<file path="src/rtl/div_if.sv">
// Request/response bundle between the execute stage (master) and the divider (slave).
// Handshake: EX raises start_i with operands and holds it; the divider raises ready_o with result_o; EX drops start_i once it has consumed the result.
interface div_if #(
  parameter int DATA_W = 32
);
  logic                  signed_div_i;
  logic [DATA_W-1:0]     opdata1_i;
  logic [DATA_W-1:0]     opdata2_i;
  logic                  start_i;
  logic                  annul_i;
  logic [2*DATA_W-1:0]   result_o;
  logic                  ready_o;

  modport master (
    output signed_div_i, opdata1_i, opdata2_i, start_i, annul_i,
    input  result_o, ready_o
  );

  modport slave (
    input  signed_div_i, opdata1_i, opdata2_i, start_i, annul_i,
    output result_o, ready_o
  );
endinterface

</file>
<file path="src/rtl/div_unit.sv">
// Multi-cycle radix-2 restoring divider for DIV/DIVU; result is {remainder, quotient}.
// Build option DIV_SIGNED_EN: when defined, signed_div_i selects signed division; otherwise all divides are unsigned.
module div_unit #(
  parameter int DATA_W = 32,
  parameter int CNT_W  = 6
) (
  input  logic       clk,
  input  logic       rst,
  div_if.slave       bus,
  output logic [1:0] o_dbg_state
);

  typedef enum logic [1:0] {
    S_FREE   = 2'd0,
    S_BYZERO = 2'd1,
    S_ON     = 2'd2,
    S_END    = 2'd3
  } state_t;

  localparam logic [CNT_W-1:0] LAST_CNT = CNT_W'(DATA_W - 1);

  state_t              r_state;
  state_t              w_state_next;
  logic [CNT_W-1:0]    r_cnt;
  logic [DATA_W-1:0]   r_divisor;
  logic [DATA_W-1:0]   r_rem;
  logic [DATA_W-1:0]   r_quo;
  logic [2*DATA_W-1:0] r_result;
  logic                r_ready;

  logic                w_load;
  logic                w_step;
  logic                w_last;
  logic                w_zero_done;
  logic                w_clear;

  logic [DATA_W-1:0]   w_abs_a;
  logic [DATA_W-1:0]   w_abs_b;
  logic [DATA_W:0]     w_partial;
  logic [DATA_W-1:0]   w_sub;
  logic                w_ge;
  logic [DATA_W-1:0]   w_rem_next;
  logic [DATA_W-1:0]   w_quo_next;
  logic [DATA_W-1:0]   w_rem_fin;
  logic [DATA_W-1:0]   w_quo_fin;

`ifdef DIV_SIGNED_EN
  logic w_neg_a;
  logic w_neg_b;
  logic r_neg_q;
  logic r_neg_r;

  // Divide magnitudes; the signs are remembered and re-applied on the final step.
  assign w_neg_a   = bus.signed_div_i & bus.opdata1_i[DATA_W-1];
  assign w_neg_b   = bus.signed_div_i & bus.opdata2_i[DATA_W-1];
  assign w_abs_a   = w_neg_a ? ('0 - bus.opdata1_i) : bus.opdata1_i;
  assign w_abs_b   = w_neg_b ? ('0 - bus.opdata2_i) : bus.opdata2_i;
  assign w_quo_fin = r_neg_q ? ('0 - w_quo_next) : w_quo_next;
  assign w_rem_fin = r_neg_r ? ('0 - w_rem_next) : w_rem_next;

  always_ff @(posedge clk) begin
    if (rst) begin
      r_neg_q <= 1'b0;
      r_neg_r <= 1'b0;
    end else if (w_load) begin
      r_neg_q <= w_neg_a ^ w_neg_b;
      r_neg_r <= w_neg_a;
    end
  end
`else
  logic w_unused_signed;

  assign w_unused_signed = bus.signed_div_i;
  assign w_abs_a         = bus.opdata1_i;
  assign w_abs_b         = bus.opdata2_i;
  assign w_quo_fin       = w_quo_next;
  assign w_rem_fin       = w_rem_next;
`endif

  // One restoring step: shift the next dividend bit into the remainder and try the subtract.
  assign w_partial  = {r_rem, r_quo[DATA_W-1]};
  assign w_ge       = (w_partial >= {1'b0, r_divisor});
  assign w_sub      = w_partial[DATA_W-1:0] - r_divisor;
  assign w_rem_next = w_ge ? w_sub : w_partial[DATA_W-1:0];
  assign w_quo_next = {r_quo[DATA_W-2:0], w_ge};
  assign w_last     = (r_cnt == LAST_CNT);

  always_ff @(posedge clk) begin
    if (rst) begin
      r_state <= S_FREE;
    end else begin
      r_state <= w_state_next;
    end
  end

  // annul_i is checked first in every state so it always wins over start_i.
  always_comb begin
    w_state_next = r_state;
    w_load       = 1'b0;
    w_step       = 1'b0;
    w_zero_done  = 1'b0;
    w_clear      = 1'b0;
    case (r_state)
      S_FREE: begin
        if (bus.start_i && !bus.annul_i) begin
          w_load       = 1'b1;
          w_state_next = (bus.opdata2_i == '0) ? S_BYZERO : S_ON;
        end
      end
      S_BYZERO: begin
        if (bus.annul_i) begin
          w_state_next = S_FREE;
        end else begin
          w_zero_done  = 1'b1;
          w_state_next = S_END;
        end
      end
      S_ON: begin
        if (bus.annul_i) begin
          w_state_next = S_FREE;
        end else begin
          w_step = 1'b1;
          if (w_last) begin
            w_state_next = S_END;
          end
        end
      end
      S_END: begin
        if (bus.annul_i || !bus.start_i) begin
          w_clear      = 1'b1;
          w_state_next = S_FREE;
        end
      end
      default: w_state_next = S_FREE;
    endcase
  end

  always_ff @(posedge clk) begin
    if (rst) begin
      r_cnt     <= '0;
      r_divisor <= '0;
      r_rem     <= '0;
      r_quo     <= '0;
      r_result  <= '0;
      r_ready   <= 1'b0;
    end else begin
      if (w_load) begin
        r_cnt     <= '0;
        r_divisor <= w_abs_b;
        r_rem     <= '0;
        r_quo     <= w_abs_a;
      end
      if (w_step) begin
        r_rem <= w_rem_next;
        r_quo <= w_quo_next;
        r_cnt <= r_cnt + 1'b1;
        if (w_last) begin
          r_result <= {w_rem_fin, w_quo_fin};
          r_ready  <= 1'b1;
        end
      end
      if (w_zero_done) begin
        r_result <= '0;
      end
      // The divide-by-zero path raises ready_o one edge after entering END.
      if (r_state == S_END && !w_clear) begin
        r_ready <= 1'b1;
      end
      if (w_clear) begin
        r_result <= '0;
        r_ready  <= 1'b0;
      end
    end
  end

  assign bus.result_o = r_result;
  assign bus.ready_o  = r_ready;
  assign o_dbg_state  = r_state;

endmodule

</file>
<file path="src/flat_wrapper.sv">
// flat-port wrapper written by rule: the top's interface ports become plain ports
module div_unit_flat 
#(
  parameter int DATA_W = 32,
  parameter int CNT_W  = 6
)
  (clk, rst, o_dbg_state, bus_signed_div_i, bus_opdata1_i, bus_opdata2_i, bus_start_i, bus_annul_i, bus_result_o, bus_ready_o);
  div_if #(.DATA_W(DATA_W)) bus_i ();
  input  logic clk;
  input  logic rst;
  output logic [1:0] o_dbg_state;
  input wire logic [$bits(bus_i.signed_div_i)-1:0] bus_signed_div_i;
  input wire logic [$bits(bus_i.opdata1_i)-1:0] bus_opdata1_i;
  input wire logic [$bits(bus_i.opdata2_i)-1:0] bus_opdata2_i;
  input wire logic [$bits(bus_i.start_i)-1:0] bus_start_i;
  input wire logic [$bits(bus_i.annul_i)-1:0] bus_annul_i;
  output wire logic [$bits(bus_i.result_o)-1:0] bus_result_o;
  output wire logic [$bits(bus_i.ready_o)-1:0] bus_ready_o;
  assign bus_i.signed_div_i = bus_signed_div_i;
  assign bus_i.opdata1_i = bus_opdata1_i;
  assign bus_i.opdata2_i = bus_opdata2_i;
  assign bus_i.start_i = bus_start_i;
  assign bus_i.annul_i = bus_annul_i;
  assign bus_result_o = bus_i.result_o;
  assign bus_ready_o = bus_i.ready_o;
  div_unit #(.DATA_W(DATA_W), .CNT_W(CNT_W)) u_core (.clk(clk), .rst(rst), .bus(bus_i), .o_dbg_state(o_dbg_state));
endmodule
</file>
<file path="config.mk">
export PLATFORM = sky130hd
export DESIGN_NAME = div_unit_flat
export DESIGN_NICKNAME = d
export VERILOG_FILES = /design/src/rtl/div_if.sv /design/src/rtl/div_unit.sv /design/src/flat_wrapper.sv
export SDC_FILE = /design/constraint.sdc
export NUM_CORES = 1
export LEC_CHECK = 0
export BUFFER_PORTS_ARGS = -buffer_cell sky130_fd_sc_hd__buf_2
export CORE_MARGIN = 3
export CORE_UTILIZATION = 45
export DETAILED_ROUTE_END_ITERATION = 12
export PLACE_DENSITY = 0.8
export RECOVER_POWER = 100
export SLEW_MARGIN = 25
export SYNTH_ARGS = -nofsm -noshare
export SYNTH_HDL_FRONTEND = slang
export SYNTH_SLANG_ARGS = --single-unit
export TNS_END_PERCENT = 5
</file>
<file path="constraint.sdc">
create_clock -name clk -period 2.4 [get_ports clk]
set_input_delay 0.6 -clock clk [delete_from_list [all_inputs] [get_ports clk]]
set_output_delay 0.6 -clock clk [all_outputs]
set_load 0.03 [all_outputs]
</file>
Word level (Yosys, flattened, before mapping)
Index checks and enable logic that the tools add are counted.
{ "word_totals": {"latchBits": 0, "ff_bits": 169, "out_inout_bits": 67, "rom_bits": 0, "ramBits": 0, "elab_cells": 57, "inputBits": 69, "memories": 0} }
{ "classes": {"n_reduce_logical": 16, "mux": 24, "eq_ne": 7, "shifts": 0, "div_mod_pow": 0, "bitwise_logic": 0, "multipliers": 0, "add_sub_neg": 2, "n_lt_le_gt_ge": 1} }
{ "op_table": {"columns": ["operator", "n"], "rows": [
  ["2-to-1 mux 32 bit", 5],
  [">= comparator 33 x 32 -> 1 bit", 1],
  ["zero test 32 bit", 1],
  ["subtractor 32 bit", 1],
  ["2-to-1 mux 2 bit", 6],
  ["2-to-1 mux 6 bit", 2],
  ["2-to-1 mux 1 bit", 10],
  ["one-hot mux 2 bit (4 select lines)", 1],
  ["adder 6 x 1 -> 6 bit, second input constant", 1],
  ["== test 6 x 5 -> 1 bit, second input constant", 1],
  ["nonzero test 2 bit", 3],
  ["== test 2 bit, second input constant", 2],
  ["inequality test 2 x 1 -> 1 bit, second input constant", 2],
  ["AND reduction 2 bit", 2],
  ["zero test 1 bit", 3],
  ["inequality test 3 x 2 -> 1 bit, second input constant", 1],
  ["AND reduction 3 bit", 1],
  ["OR reduction 3 bit", 1],
  ["== test 2 x 1 -> 1 bit, second input constant", 1],
  ["logical AND 1 bit", 2],
  ["zero test 2 bit", 1],
  ["OR reduction 2 bit", 1],
  ["logical OR 1 bit", 1]
]} }

Longest topological paths before layout
{ "depth": {"depth_word": 8, "depth_mapped": 13, "mapped_depth_nobuf": 11} }

Worst setup path after synthesis
No wires, ideal clock.
{ "synth_timing": {"path_kind": "register -> register", "from": "register u_core.r_divisor[20]", "to": "register u_core.r_result[56], in the netlist u_core.bus.result_o[56]", "synth_period_minus_slack_ns": 2.595, "path_slack_ns": -0.195, "setup_time_ns": 0.146, "path_buffers": 3, "path_stages_with_launch": 13, "required_time_ns": 2.254, "arrival_ns": 2.449, "cell_sequence": "dfxtp_1 -> inv_1 -> ha_1 -> buf_2 -> and4_4 -> nand4_1 -> or3b_4 -> a31o_4 -> nand2_4 -> buf_12 -> buf_12 -> mux2i_1 -> a211oi_2"} }
{ "synth_between": {"elab_chain_cells": 2, "word_cells_on_any_way": 3, "cone_classes": "add/sub (1); order compare (1); mux (1)"} }
{ "synth_rtl": {"columns": ["item", "line", "source"], "rows": [
  ["from (decl)", "div_unit.sv:25", "logic [DATA_W-1:0] r_divisor;"],
  ["from (signal assigned)", "div_unit.sv:149", "r_divisor <= w_abs_b;"],
  ["subtractor 32 bit / >= comparator 33 x 32 -> 1 bit (equally long branches)", "div_unit.sv:83, div_unit.sv:82", null],
  ["2-to-1 mux 32 bit (*)", "div_unit.sv:84", "assign w_rem_next = w_ge ? w_sub : w_partial[DATA_W-1:0];"],
  ["to (signal assigned)", "div_unit.sv:158", "r_result <= {w_rem_fin, w_quo_fin};"],
  ["to (decl)", "div_unit.sv:28", "logic [2*DATA_W-1:0] r_result;"]
]} }
Mark *: on every way between the ends. The rest lies on a longest branch, timed or not.
A chain may end at the register's enable or synchronous reset.

Final worst setup path
{ "layout_timing": {"from": "register u_core.r_divisor[24]", "to": "register u_core.r_rem[21]"} }
{ "layout_between": {"elab_chain_cells": 3} }
{ "layout_rtl": {"columns": ["item", "line", "source"], "rows": [
  [">= comparator 33 x 32 -> 1 bit", "div_unit.sv:82", "assign w_ge = (w_partial >= {1'b0, r_divisor});"],
  ["2-to-1 mux 32 bit", "div_unit.sv:84", null],
  ["2-to-1 mux 32 bit", "div_unit.sv:153", "if (w_step) begin"],
  ["to (signal assigned)", "div_unit.sv:154", "r_rem <= w_rem_next;"],
  ["to (decl)", "div_unit.sv:26", "logic [DATA_W-1:0] r_rem;"]
]} }
Every way passes these cells.

==> impl_metrics.env <==
export IMPL_final_cell_mix="nand2_1 (205), buf_4 (157), dfxtp_1 (135)"
export IMPL_nets=1477
export IMPL_r2r_end="u_core.r_rem[21]$_SDFFE_PP0P_"
export IMPL_hold_violations=0
export IMPL_cts_clk_slew_worst_paths_ps=70
export IMPL_synth_edf_count=0
export IMPL_drive_gt1_frac=0.353
export IMPL_worst_slew_pin_slew_ps=863
export IMPL_setup_viol=66
export IMPL_core_mm2=0.0188
export IMPL_muxShareOfSynthArea=0.0336
export IMPL_hp_class="in -> reg"
export IMPL_slew_headroom=0.425
export IMPL_rsz0062_at_grt="true"
export IMPL_critPathKind="reg -> reg"
export IMPL_hold_end="u_core.r_divisor[23]$_SDFFE_PP0P_"
export IMPL_fin_setup_tns_ps=-10250
export IMPL_vias=9443
export IMPL_synth_area_per_cell_um2=7.93
export IMPL_yosysWarnings=0
export IMPL_r2r_setup_slack_ps=-240
export IMPL_grtUsageTotal=0.254
export IMPL_clock_fmax_mhz=379
export IMPL_rows=50
export IMPL_viasPerCell=5.75
export IMPL_synthesis_area_mm2=0.00870
export IMPL_antenna_found_initial=0
export IMPL_syn_nets=1205
export IMPL_finalCritPeriodShare=1.10
export IMPL_synthToLayoutAreaGrowth_pct=44.8
export IMPL_grt_overflow=0
export IMPL_violations="setup timing"
export IMPL_hpwlAfterDp_mm=18.8
export IMPL_dp_slack_ps=-360
export IMPL_drt_iter0_markers=882
export IMPL_synth_simple_area_share=0.202
export IMPL_worst_slack_ps=-238
export IMPL_min_from="bus_opdata2_i[23]"
export IMPL_timing_max_cap_violations=0
export IMPL_slew_viol_final=0
export IMPL_crit_fanout=7
export IMPL_worstPathRequired_ps=2720
export IMPL_diodes=0
export IMPL_regArea_mm2=0.00343
export IMPL_cts_sinks=169
export IMPL_cts_max_path_buffers=2
export IMPL_post_synth_xor_area_fraction=0.0252
export IMPL_die_width_um=145
export IMPL_port_buffer_count=134
export IMPL_final_util=0.669
export IMPL_routed_wl_mm=29.5
export IMPL_mostFrequentLayoutCell="nand2_1"
export IMPL_synth_cells=1097
export IMPL_antenna_left=0
export IMPL_fp_dieArea_mm2=0.0210
export IMPL_slowest_stage="or3b_4"
export IMPL_cp_start_kind="flop"
export IMPL_grt_pass1_wl_mm=44.5
export IMPL_yosysUniqueCellTypes=68
export IMPL_grt_start_max_net_pins=50
export IMPL_final_min_clock_period_ps=2640
export IMPL_synth_fa_ha_area_frac=0.0569
export IMPL_max_stage_delay_ps=460
export IMPL_critPathTopFamily="simple AND/OR/NAND/NOR gates"
export IMPL_synth_top_family_by_area="compound AO/OA/AOI/OAI gates"
export IMPL_r2r_start="u_core.r_divisor[24]$_SDFFE_PP0P_"
export IMPL_worst_hold_slack_ps=398
export IMPL_outcome="complete, but fails checks"
export IMPL_routabilityCongestion=0.902
export IMPL_holdPathStages=3
export IMPL_ys_ff_latch=169
export IMPL_crit_buf_inv=4
export IMPL_crit_chain="inv_1, ha_2, nand4_1, or3b_4, buf_6, a31oi_4, buf_12, nor2_4, buf_6, a32oi_2, o21ai_2"
export IMPL_arrival_ps=2960
export IMPL_wl_per_cell_um=18.0
export IMPL_path_common_cell="buf_6"
export IMPL_fin_worst_skew_ps=12.2
export IMPL_drc=0
export IMPL_io_pin_count=136
export IMPL_root_buffer="clkbuf_16"
export IMPL_seq_area_frac_synth=0.389
export IMPL_synth_compound_area_share=0.237
export IMPL_grt_pass1_vias=9043
export IMPL_cts_tree="yes"
export IMPL_dr_pass1_iters=7
export IMPL_numCtsBuffers=17
export IMPL_reg2reg_depth=11
export IMPL_clkLatencyLatePin_ps=440
export IMPL_multi_input_area_mm2=0.00590
export IMPL_synth_top_flop_cell="dfxtp_1"
export IMPL_start_util=0.462
export IMPL_ctsHtreeMaxLevel=4
export IMPL_fill_cells=1439
export IMPL_synthArstFlopShare=0
export IMPL_cp_end_kind="flop"
export IMPL_die_h_um=145
[cell families after synthesis]
family / after synthesis
AO/OA/AOI/OAI: 317
AND/OR/NAND/NOR: 402
XOR/XNOR: 25
buffers and inverters: 116
flip-flops: 169
multiplexers: 29
adder cells (fa/ha/maj): 39
[worst register-to-register path, stage by stage, from the launching register on]
cell,delay (ps)
dfxtp_1,330
inv_1,60
ha_2,440
nand4_1,200
or3b_4,460
buf_6,140
a31oi_4,200
buf_12,150
nor2_4,50
buf_6,160
a32oi_2,210
o21ai_2,110
[stage by stage]
step           instance area (µm²)  cells
6_report                     12600   1642
3_5_place_dp                 10800   1587
3_3_place_gp                 10800   1587
4_1_cts                      12100   1628
2_1_floorplan                 8780   1097
5_1_grt                      12600   1642
[synth_stat cells, drive strengths merged, types with 3 or more instances]
library cell	count	share of area
a21boi	4	0.0035
xor2	9	0.0091
a21o	14	0.012
nor3	23	0.013
or3	3	0.0022
or2	3	0.0022
a32oi	6	0.0060
buf	15	0.012
o211ai	10	0.0086
nand4	13	0.0093
nor4	23	0.017
a31oi	6	0.0085
o21bai	6	0.0052
nand3	13	0.0075
a21oi	129	0.074
o21ai	57	0.033
a221oi	4	0.0040
ha	38	0.055
xnor2	16	0.016
mux2i	27	0.031
nor2b	5	0.0036
inv	47	0.020
nand2b	11	0.0079
o221ai	3	0.0030
a22oi	22	0.019
dfxtp	169	0.39
clkbuf	54	0.024
nand2	210	0.091
a211oi	33	0.035
nor2	87	0.038
[state kept, by name (all words and copies together) (netlist names)]
register,cells
u_core.r_quo,32
u_core.bus.result_o,64
u_core.o_dbg_state,2
u_core.r_rem,32
u_core.r_cnt,6
u_core.r_divisor,32
u_core.bus.ready_o,1
[worst max-delay path by stage]
stage / startpoint / to / slack (ps) / cells after the start
global route: u_core.r_divisor[27]$_SDFFE_PP0P_ / u_core.r_rem[30]$_SDFFE_PP0P_ / -300 / 13
CTS: u_core.r_divisor[22]$_SDFFE_PP0P_ / u_core.bus.result_o[53]$_SDFFE_PP0P_ / -160 / 10
detailed placement: u_core.r_quo[31]$_SDFFE_PP0P_ / u_core.bus.result_o[60]$_SDFFE_PP0P_ / -360 / 11
global placement: u_core.r_quo[31]$_SDFFE_PP0P_ / u_core.bus.result_o[60]$_SDFFE_PP0P_ / -330 / 11
floorplan: u_core.r_divisor[20]$_SDFFE_PP0P_ / u_core.bus.result_o[45]$_SDFFE_PP0P_ / -130 / 12
finish: u_core.r_divisor[24]$_SDFFE_PP0P_ / u_core.r_rem[21]$_SDFFE_PP0P_ / -240 / 11
[layer usage]
| layer | part of all wire | track usage | vias up |
|---|---|---|---|
| li1 | - | - | 4414 |
| met1 | 0.41 | 0.325 | 4512 |
| met2 | 0.49 | 0.427 | 420 |
| met3 | 0.067 | 0.0450 | 97 |
| met4 | 0.034 | 0.0983 | 0 |
| met5 | 0 | 0 | - |
[final cells by class]
cell class / count / share of cell area
clock inverter: 13 / 0.0122
tap: 260 / 0.0258
inverter: 47 / 0.0140
multi-input combinational: 812 / 0.468
timing repair buffer: 322 / 0.172
sequential: 169 / 0.272
clock buffer: 19 / 0.0352
[what timing repair did]
item / in CTS / in global routing
setup buffers: 8 / 15
hold buffers: 0 / 0
gates resized for setup: 128 / 121
gates cloned: 2 / 1
pin swaps: 36 / 59
setup endpoints to repair: 65 / 67
Power is left out: the tool's default activity adds up to more than one toggle a clock period on the data nets, which glitch-free logic cannot reach.
